==> config.mk <==
export PLATFORM = sky130hd
export DESIGN_NAME = imem_boot_loader
export DESIGN_NICKNAME = d
export VERILOG_FILES = /design/src/rtl/imem_boot_loader.sv
export SDC_FILE = /design/constraint.sdc
export NUM_CORES = 1
export LEC_CHECK = 0
export ABC_CLOCK_PERIOD_IN_PS = 2120
export BUFFER_PORTS_ARGS = -buffer_cell sky130_fd_sc_hd__buf_2
export CORE_MARGIN = 5
export CORE_UTILIZATION = 47
export DETAILED_ROUTE_END_ITERATION = 8
export HOLD_SLACK_MARGIN = 0.03
export PLACE_DENSITY = 0.79
export SKIP_LAST_GASP = 1
export SYNTH_ARGS = -nofsm -noshare
export SYNTH_HDL_FRONTEND = slang
export SYNTH_SLANG_ARGS = --single-unit
==> constraint.sdc <==
create_clock -name clk -period 2.12 [get_ports clk]
set_clock_uncertainty 0.05 [all_clocks]
set_input_delay 0.106 -clock clk [delete_from_list [all_inputs] [get_ports clk]]
set_output_delay 0.106 -clock clk [all_outputs]
set_load 0.05 [all_outputs]
==> src/rtl/imem_boot_loader.sv <==
// Boot loader for the instruction memory: packs a byte stream into
// little-endian 32-bit words, writes them from address 0 upward while the
// core is held in reset, then releases the core and hands the memory
// address over to the core's fetch PC.
module imem_boot_loader #(
  parameter int XLEN      = 5,
  parameter int MAX_WORDS = 2 ** (XLEN - 2)
) (
  input  logic            clk,
  input  logic            rst,
  input  logic            start,
  input  logic [XLEN-2:0] len_words,
  input  logic            byte_valid,
  input  logic [7:0]      byte_data,
  output logic            byte_ready,
  input  logic [31:0]     pc_in,
  output logic [XLEN-1:0] mem_addr,
  output logic            mem_we,
  output logic [31:0]     mem_wdata,
  output logic            core_hold,
  output logic            busy,
  output logic            done,
  output logic            err
);

  typedef enum logic [2:0] {IDLE, RECV, WRITE, DONE, ERR} state_t;

  localparam logic [XLEN-1:0] MAX_LEN = XLEN'(MAX_WORDS);

  state_t          state;
  state_t          state_n;
  logic [XLEN-2:0] len_q;
  logic [XLEN-3:0] word_idx;
  logic [1:0]      byte_cnt;
  logic [XLEN-2:0] idx_inc;
  logic            start_ok;
  logic            xfer;

  // Start is only honoured when no load is in flight.
  assign start_ok = start && ((state == IDLE) || (state == DONE) || (state == ERR));
  assign xfer     = (state == RECV) && byte_valid && byte_ready;
  assign idx_inc  = {1'b0, word_idx} + {{(XLEN-2){1'b0}}, 1'b1};

  // Once the core runs it owns the memory address; otherwise the write pointer does.
  assign mem_addr = (state == DONE) ? pc_in[XLEN-1:0] : {word_idx, 2'b00};

  // Next-state selection, including the length checks on every accepted start.
  always_comb begin
    state_n = state;
    case (state)
      IDLE, DONE, ERR: begin
        if (start_ok) begin
          if (len_words == '0)                  state_n = DONE;
          else if ({1'b0, len_words} > MAX_LEN) state_n = ERR;
          else                                  state_n = RECV;
        end
      end
      RECV:    if (xfer && (byte_cnt == 2'd3)) state_n = WRITE;
      WRITE:   state_n = (idx_inc == len_q) ? DONE : RECV;
      default: state_n = IDLE;
    endcase
  end

  // State, datapath and outputs registered together; outputs decode the state being entered.
  always_ff @(posedge clk) begin
    if (rst) begin
      state      <= IDLE;
      len_q      <= '0;
      word_idx   <= '0;
      byte_cnt   <= '0;
      mem_wdata  <= '0;
      core_hold  <= 1'b1;
      byte_ready <= 1'b0;
      mem_we     <= 1'b0;
      busy       <= 1'b0;
      done       <= 1'b0;
      err        <= 1'b0;
    end else begin
      state <= state_n;

      if (start_ok) begin
        len_q    <= len_words;
        word_idx <= '0;
        byte_cnt <= '0;
      end

      if (xfer) begin
        mem_wdata[8*byte_cnt +: 8] <= byte_data;
        byte_cnt                   <= byte_cnt + 2'd1;
      end

      if (state == WRITE) begin
        word_idx <= idx_inc[XLEN-3:0];
      end

      core_hold  <= (state_n != DONE);
      byte_ready <= (state_n == RECV);
      mem_we     <= (state_n == WRITE);
      busy       <= (state_n == RECV) || (state_n == WRITE);
      done       <= (state_n == DONE);
      err        <= (state_n == ERR);
    end
  end

endmodule

==> impl_summary.log <==
INFO  metric status = completed
INFO  metric max_freq = slightly above 0.5 GHz
INFO  metric gr-total-overflow = 0
INFO  metric cts-resized-gates = 0
INFO  metric grt_pass1_vias = 1944
INFO  metric final_net_count = 367
INFO  metric fin_ws = 0.153 ns
INFO  metric cts-root-to-sink-buffers = 2
INFO  metric syn-cell-area = about 0.0022 mm2
INFO  metric power.switching_fraction = roughly 25%
INFO  metric routed_length_per_instance = about 14 um
INFO  metric layout-drive-gt1-share = 27.8%
INFO  metric total_global_route_track_usage = between 15 and 20%
INFO  metric timing.critical_path.cells = ha_1 > xnor2_1 > nand3_2 > o311a_4 > or2_4 > a2bb2o_4
INFO  metric timing.hold.worst_path_depth = 3
INFO  metric p_sw = 0.478 mW
INFO  metric synth-seq-area-share = between 40% and 50%
INFO  metric syn_nets = 302
INFO  metric place_worst_setup_slack = roughly 0.17 ns
INFO  metric cts_buffers = 5
INFO  metric grt_first_pass_wirelength = 8850 um
INFO  metric setup.worst_path.start_class = flop
INFO  metric crit_path_class = reg -> reg
INFO  metric crit-reg2reg-launch = word_idx[0]
INFO  metric clk-insertion-delay-late = 0.29 ns
INFO  metric sequentialPowerShare = 51.8%
INFO  metric final_hold_viol_count = 0
INFO  metric core_area = 0.00441 mm2
INFO  metric setup_viol = 0
INFO  metric share_comb_of_total_power = 12.9%
INFO  metric holdCritPathClass = in -> reg
INFO  metric synth_cell_types = 37
INFO  metric area_growth_syn_to_layout = 22.5%
INFO  metric power.static_leakage = 1.13 nW
INFO  metric cts.htree.levels = 2
INFO  metric share_clk_of_total_power = 35.3%
INFO  metric powerDensity = 717 mW/mm2
INFO  metric worst_pin_slew = 0.629 ns
INFO  metric vias = 1956
INFO  metric postSynthCellCount = approximately 250
INFO  metric post-cts-setup-buffers = 0
INFO  metric intPower = 1.43 mW
INFO  metric ys_ff_latch = 50
INFO  metric route.final.wire_length = about 5200 um
INFO  metric power = 1.91 mW
INFO  metric residual_antenna_violating_net_count_after_detailed_routing = 0
INFO  metric rsz0062_at_grt = no
INFO  metric detail_route.first_pass.iterations = 4
INFO  metric required = 2.32 ns
INFO  metric slew_headroom = 57.5%
INFO  metric crit_path_end_kind = flop
INFO  metric worst_ep_arrival_time = 2.16 ns
INFO  metric grt_max_degree = 35
INFO  metric clk_transition_reported_paths = about 0.08 ns
INFO  metric dp.final_hpwl = 3780 um
INFO  metric die_h = 78.0 um
INFO  metric maxcap_violations = 0
INFO  metric postCtsHoldBufs = 1
INFO  metric min_period_over_period = between 90 and 100%
INFO  metric critical-path-max-stage-delay = between 0.4 and 0.5 ns
INFO  metric cts_tree = done
INFO  metric antennaDiodeCount = 0
INFO  metric clkSinkCount = 50
INFO  metric die-width = 78.0 um
INFO  metric reg2reg_slack = 0.15 ns
INFO  metric timing.hold.worst.start = len_words[1]
INFO  metric worst_path_max_delay_cell = dfxtp_1
INFO  metric rows = 24
INFO  metric ctsRootBufferMaster = clkbuf_8
INFO  metric hold_path_end = len_q[1]
INFO  metric cp_max_fo = 6
INFO  metric ys.warnings.count = 0
INFO  metric peakVddDrop = 0.000375 V
INFO  metric path_buf_inv = 0
INFO  metric initial_util = between 40 and 50%
INFO  metric design.die.area = 0.00608 mm2
INFO  metric postSynthAreaPerCell = 8.76 um2
INFO  metric crit_family = compound AO/OA/AOI/OAI gates
INFO  metric report.final.slew_viol_count = 0
INFO  metric worst_r2r_path_depth = 6
INFO  metric buffers_added_on_ports = 63
INFO  metric gp_routability_congestion = 0.774
INFO  metric design.portCount = 91
INFO  metric grt_antenna_before_repair = 0
INFO  metric reg2reg_to = busy
INFO  metric fin_setup_tns = 0 ns
INFO  metric vias_per_cell = 5.36
INFO  metric final.min_clock_period = 1.97 ns
INFO  metric drt_drc_violations_left = 0
INFO  metric initialDrtViolationCount = 104
[through the flow]
stage	hold WS, ns	std cells	instance area, um2	util, %
floorplan	0.200	248	2170	-
detailed placement	0.325	357	2540	57.5
finish	0.0357	365	2660	60.3
global route	0.0497	365	2660	60.3
CTS	0.0365	365	2660	60.3
global placement	0.313	357	2540	57.5
[layout by cell type, fill, tap and decap left out, drive strengths merged, types with 2 or more instances in the layout]
cell / count
mux2: 3
nand3b: 3
nand2b: 3
o21ai: 5
clkbuf: 6
nor3b: 6
a21oi: 38
mux2i: 4
o41ai: 2
dfxtp: 50
nor2b: 2
ha: 6
nor3: 3
buf: 68
and3: 4
nand2: 39
xnor2: 4
nor2: 11
inv: 5
and2: 5
nand3: 36
[worst max-delay path by stage]
stage / from / end / slack (ns) / cells past startpoint
global placement: word_idx[0] / busy / 0.22 / 6
CTS: word_idx[0] / busy / 0.16 / 6
finish: word_idx[0] / busy / 0.15 / 6
floorplan: word_idx[0] / busy / 0.29 / 6
detailed placement: word_idx[0] / busy / 0.17 / 6
global route: state[1] / mem_addr[4] / 0.04 / 3
[metal layers]
metal	track usage (%)	wire length [um]	vias to the layer above
met5	0	0	-
met4	6.25	87	0
met3	4.75	343	8
met1	21.3	2240	906
met2	29.7	2500	52
li1	-	-	990
[area by class of cell]
cell class,count,area [um2]
clock inverter,1,30.0
clock buffer,6,82.6
multi-input combinational,182,1100
timing repair buffer,69,363
fill,404,1750
sequential,50,1000
inverter,5,18.8
tap,52,65.1
[registers in the layout, indices dropped and copies added, names as in the netlist, 2 cells and up]
signal,count
byte_cnt,2
len_q,4
mem_wdata,32
state,3
word_idx,3
[Yosys cell counts, drive strengths merged]
cell type / number / area, um2
buf: 6 / 32.5
and3b: 1 / 8.76
nand2: 39 / 146
a21oi: 38 / 190
mux2: 3 / 33.8
or2: 1 / 8.76
xnor2: 4 / 35.0
dfxtp: 50 / 1000
and4b: 1 / 10.0
nor2b: 2 / 12.5
a2bb2o: 1 / 20.0
mux2i: 4 / 40.0
o41ai: 2 / 25.0
o21ai: 5 / 36.3
nand2b: 3 / 18.8
nand3b: 3 / 22.5
nor2: 11 / 41.3
o311a: 1 / 21.3
nor3: 3 / 20.0
nand3: 36 / 198
clkbuf: 5 / 18.8
and3: 4 / 25.0
nor3b: 6 / 56.3
and2: 5 / 31.3
xor2: 1 / 8.76
inv: 5 / 18.8
o311ai: 1 / 8.76
and2b: 1 / 7.51
ha: 6 / 75.1
[logic make-up after synthesis]
logic type	synth area share (%)
compound gates	13.9
fa+ha+maj	3.46
mux	3.40
xor+xnor	2.02
simple gates	27.9
buf+inv	3.23
flops	46.1
[worst min-delay path: cells and delay by family]
| kind | cells | cell delay [ns] |
|---|---|---|
| buffers and inverters | 1 | 0.10 |
| multiplexers | 1 | 0.06 |
| AND/OR/NAND/NOR | 1 | 0.08 |
[power by group through the flow]
stage	clock network (mW)	registers (mW)	logic (mW)
after floorplan	0	1.05	0.134
after global placement	0	1.01	0.240
after detailed placement	0	1.01	0.245
after CTS	0.688	0.987	0.247
after global routing	0.727	0.992	0.265
final	0.674	0.988	0.247
(Power assumes the default switching activity.)
